File: src/rtl/reg_bank_wr_arbiter.sv
// Round-robin arbiter sharing one register-bank write port between NREQ requesters.
// One grant per cycle; all outputs are registered and cleared by the async active-low reset.
module reg_bank_wr_arbiter #(
  parameter int BITS = 8,
  parameter int NREQ = 4,
  parameter int NREG = 4,
  parameter int AW   = 4
) (
  input  logic                 clk,
  input  logic                 reset_L,
  input  logic [NREQ-1:0]      req,
  input  logic [NREQ*AW-1:0]   req_addr,
  input  logic [NREQ*BITS-1:0] req_data,
  output logic [NREQ-1:0]      gnt,
  output logic [NREG-1:0]      wr_enb,
  output logic [BITS-1:0]      wr_data,
  output logic                 addr_err,
  output logic                 busy
);

  localparam int PW = $clog2(NREQ);

  typedef enum logic {
    IDLE,
    GRANT
  } state_t;

  state_t          state_q, state_d;
  logic [PW-1:0]   ptr_q, ptr_d;
  logic [NREQ-1:0] gnt_q, gnt_d;
  logic [NREG-1:0] wr_enb_q, wr_enb_d;
  logic [BITS-1:0] wr_data_q, wr_data_d;
  logic            addr_err_q, addr_err_d;

  logic [NREQ-1:0] eligible;
  logic            selValid;
  logic [PW-1:0]   selIdx;
  logic [PW-1:0]   scanIdx;
  logic [AW-1:0]   selAddr;
  int              scanSum;

  // The requester granted last cycle is masked so a slow req drop cannot win twice.
  always_comb begin
    eligible = req & ~gnt_q;
    selValid = 1'b0;
    selIdx   = '0;
    scanSum  = 0;
    scanIdx  = '0;
    for (int off = 0; off < NREQ; off++) begin
      scanSum = int'(ptr_q) + off;
      if (scanSum >= NREQ) scanSum = scanSum - NREQ;
      scanIdx = PW'(scanSum);
      if (!selValid && eligible[scanIdx]) begin
        selValid = 1'b1;
        selIdx   = scanIdx;
      end
    end
    selAddr = req_addr[selIdx*AW +: AW];
  end

  always_ff @(posedge clk or negedge reset_L) begin
    if (!reset_L) begin
      state_q    <= IDLE;
      ptr_q      <= '0;
      gnt_q      <= '0;
      wr_enb_q   <= '0;
      wr_data_q  <= '0;
      addr_err_q <= 1'b0;
    end else begin
      state_q    <= state_d;
      ptr_q      <= ptr_d;
      gnt_q      <= gnt_d;
      wr_enb_q   <= wr_enb_d;
      wr_data_q  <= wr_data_d;
      addr_err_q <= addr_err_d;
    end
  end

  always_comb begin
    state_d = selValid ? GRANT : IDLE;
    ptr_d   = ptr_q;
    if (selValid) begin
      ptr_d = (selIdx == PW'(NREQ - 1)) ? '0 : selIdx + PW'(1);
    end
  end

  // Out-of-range addresses still consume the grant but never reach the bank.
  always_comb begin
    gnt_d      = '0;
    wr_enb_d   = '0;
    wr_data_d  = '0;
    addr_err_d = 1'b0;
    if (selValid) begin
      gnt_d[selIdx] = 1'b1;
      if (int'(selAddr) < NREG) begin
        wr_enb_d  = NREG'(1) << selAddr;
        wr_data_d = req_data[selIdx*BITS +: BITS];
      end else begin
        addr_err_d = 1'b1;
      end
    end
  end

  assign gnt      = gnt_q;
  assign wr_enb   = wr_enb_q;
  assign wr_data  = wr_data_q;
  assign addr_err = addr_err_q;
  assign busy     = (state_q == GRANT);

endmodule

File: config.mk
export PLATFORM = sky130hd
export DESIGN_NAME = reg_bank_wr_arbiter
export DESIGN_NICKNAME = d
export VERILOG_FILES = /design/src/rtl/reg_bank_wr_arbiter.sv
export SDC_FILE = /design/constraint.sdc
export NUM_CORES = 1
export LEC_CHECK = 0
export ABC_CLOCK_PERIOD_IN_PS = 5300
export CORE_MARGIN = 10
export CORE_UTILIZATION = 40
export CTS_BUF_LIST = sky130_fd_sc_hd__clkbuf_2
export CTS_CLUSTER_DIAMETER = 60
export CTS_CLUSTER_SIZE = 40
export DETAILED_ROUTE_END_ITERATION = 6
export HOLD_SLACK_MARGIN = 0.03
export PLACE_DENSITY_LB_ADDON = 0.12
export SYNTH_ARGS = -nofsm -noshare
export SYNTH_HDL_FRONTEND = slang
export SYNTH_SLANG_ARGS = --single-unit
File: constraint.sdc
create_clock -name clk -period 5.3 [get_ports clk]
set_input_delay 0.53 -clock clk [delete_from_list [all_inputs] [get_ports clk]]
set_output_delay 0.53 -clock clk [all_outputs]
set_load 0.05 [all_outputs]
==> impl_metrics.ini <==
[sta]
slew_headroom = 0.4264
period_minus_slack_ns = 2.682
finalSetupTns_ns = 0
drv_slew = 0
clock.fmax_mhz = 372.8
hold_viol_final = 0
worstMarginPinSlew_ns = 0.8578
finalClockSkew_ns = 0.0006370
rsz0062_at_grt = no
finalSetupViolCount = 0
finalCritPeriodShare = 0.5061

[die]
dieArea_um2 = 5578
ios = 72
coreArea_um2 = 2805
rows = 19
die_h_um = 74.69
start_util = 0.4264
die_w_um = 74.69

[power]
peakVddDrop_uv = 192.5
p_leak_uw = 0.0008250
p_per_area_nw_per_um2 = 486.4

[synthesis]
synth_seq_cells = 20
synthFlopType = dfrtp_1
postSynthAreaPerCell_um2 = 12.72
async_flop_share = 1.000
synth.net_count = 152
synth_edf_count = 0
yosysTopAreaCell = dfrtp_1
seq_area_frac_synth = 0.4184
synth_cell_types = 31
yosys_warnings = 0
netlist_instances = 94
yosys.area.top_type_share = 0.4184
synth.cell_area_um2 = 1196
synth.area.top_cells = dfrtp_1 (42%), mux4_1 (8.8%), mux4_2 (7.5%), and2_1 (6.3%), mux2i_1 (5.0%)

[critical_path]
path_buf_inv = 1
crit_family = compound AO/OA/AOI/OAI gates
crit_chain = clkdlybuf4s50_1 > nand2b_1 > a21oi_1 > o221a_1 > mux2i_1 > o22ai_2 > and3_1
end_kind = register
crit_path_start_kind = input port
worstReg2RegStart = gnt[1]$_DFF_PN0_
crit_type = in -> reg
cpPeakStageDelay_ns = 0.73
worstPathRequired_ns = 5.56
cp_slowest_cell = o221a_1
cp-startpoint = req[1]
cp_max_fo = 18
arrival_ns = 2.94

[placement]
placed_cell_area_um2 = 1898
gp_congestion = 0.7180
io_buffers = 71
placedCellCount = 192
dp_hpwl_um = 2905

[worst_hold_path]
hold_class = reg -> reg
hp-start = ptr_q[0]$_DFFE_PN0P_

[finish]
mostFrequentLayoutCells = clkdlybuf4s50_1 (71), dfrtp_1 (20), and2_1 (12), nor2_1 (7), mux2i_1 (6)
diodes = 0
final_common_cell = clkdlybuf4s50_1
postLayoutCoreUtil = 0.6833
design_area_um2 = 1917
instances_no_fill = 196
fill_cells = 220
multi_input_area_um2 = 636.9
areaGrowthSynthToFinish_pct = 60.25
final_nets = 224
seqCellArea_um2 = 500.5
drive_gt1_frac = 0.08485

[grt]
grt.total_usage = 0.1265
grt_start_max_net_pins = 21
grt_pass1_wl_um = 5319
grt_overflow = 0
grt_pass1_vias = 1066
antenna_found_initial = 0

[cts]
clock_latency_ns = 0.30
path_clk_slew_ns = 0.18
ctsHtreeMaxLevel = 1
root_buffer = clkbuf_2
cts_setup_buffers = 0
numCtsBuffers = 3
cts_hold_buffers = 0
cts_tree = yes
cts-resized-gates = 0
ctsLongestPathBuffers = 2
clock-sinks = 20

[detailed_routing]
drc_errors = 0
route.met3.wl_um = 253
firstDrtPassIters = 5
wl_per_cell_um = 17.69
num_vias = 986
dr.first_iter.drc_count = 36
wl_met1_um = 1336
route.met2.wl_um = 1836
dr.max_layer_used = met4
wirelength_um = 3467
ant_nets = 0
viasPerCell = 5.031

[run]
timing.max_cap.violations = 0

[outcome]
status = complete, no violations
## registers in the layout (all words and copies together) (netlist names)
signal and cells:
wr_data 8, addr_err 1, wr_enb 4, ptr_q 2, busy 1, gnt 4
## report_power, final
group	leakage (µW)	switching (µW)	internal [µW]	total (µW)
registers	0.000260	29.8	209	239
clock network	0.0000140	45.0	16.4	61.5
logic	0.000551	361	270	632
## final timing paths
path	slack [ns]	end	depth (start not counted)
worst max-delay path	2.62	wr_enb[1]$_DFF_PN0_	7
worst min-delay path	0.58	ptr_q[0]$_DFFE_PN0P_	2
worst max register to register	2.82	wr_enb[1]$_DFF_PN0_	6
worst min register to register	0.58	ptr_q[0]$_DFFE_PN0P_	2
max in group asynchronous	4.10	wr_enb[1]$_DFF_PN0_	1
min in group asynchronous	0.68	busy$_DFF_PN0_	1
## cells by family (layout without fill, tap and decap cells)
logic type      count (synthesis)  after routing  synth area share
flops                          20             20            0.4184
simple gates                   35             35            0.1757
buf+inv                         7             78           0.04916
mux                            16             16            0.2322
compound gates                 12             12           0.08263
fa+ha+maj                       4              4           0.04184
## layer usage
metal | GRT usage | up-vias
li1 | - | 484
met1 | 0.1429 | 457
met2 | 0.2219 | 43
met3 | 0.02628 | 2
met4 | 0.06303 | 0
met5 | 0 | -
## layout make-up
cell class                 instances  area share
tap                               31     0.02023
sequential                        20      0.2611
clock buffer                       3    0.007833
clock inverter                     1    0.001958
timing repair buffer              71      0.3708
multi-input combinational         67      0.3322
inverter                           3    0.005875
## synthesized netlist by cell type (2+ instances only)
master	count
mux4_1	4
nor3_1	2
mux4_2	4
nand2_1	4
ha_1	4
mux2i_1	6
a21oi_1	3
mux2_2	2
and2_1	12
buf_6	2
dfrtp_1	20
nand2b_1	3
nor2_1	7
and3_1	2
inv_1	3
## tightest hold or removal path: cells and delay by family (launching register included)
kind / cells / cell delay [ns]
flops: 1 / 0.42
simple gates: 2 / 0.13
## through the flow
stage | setup slack (ns) | hold WS [ns] | power [µW]
floorplan | 3.171 | 0.2344 | 719.7
global placement | 2.339 | 0.5435 | 864.1
detailed placement | 2.231 | 0.5474 | 881.7
CTS | 2.590 | 0.5841 | 943.9
global route | 2.442 | 0.6326 | 998.3
finish | 2.618 | 0.5773 | 932.3
Note: power is estimated with default switching activity, not from simulation.
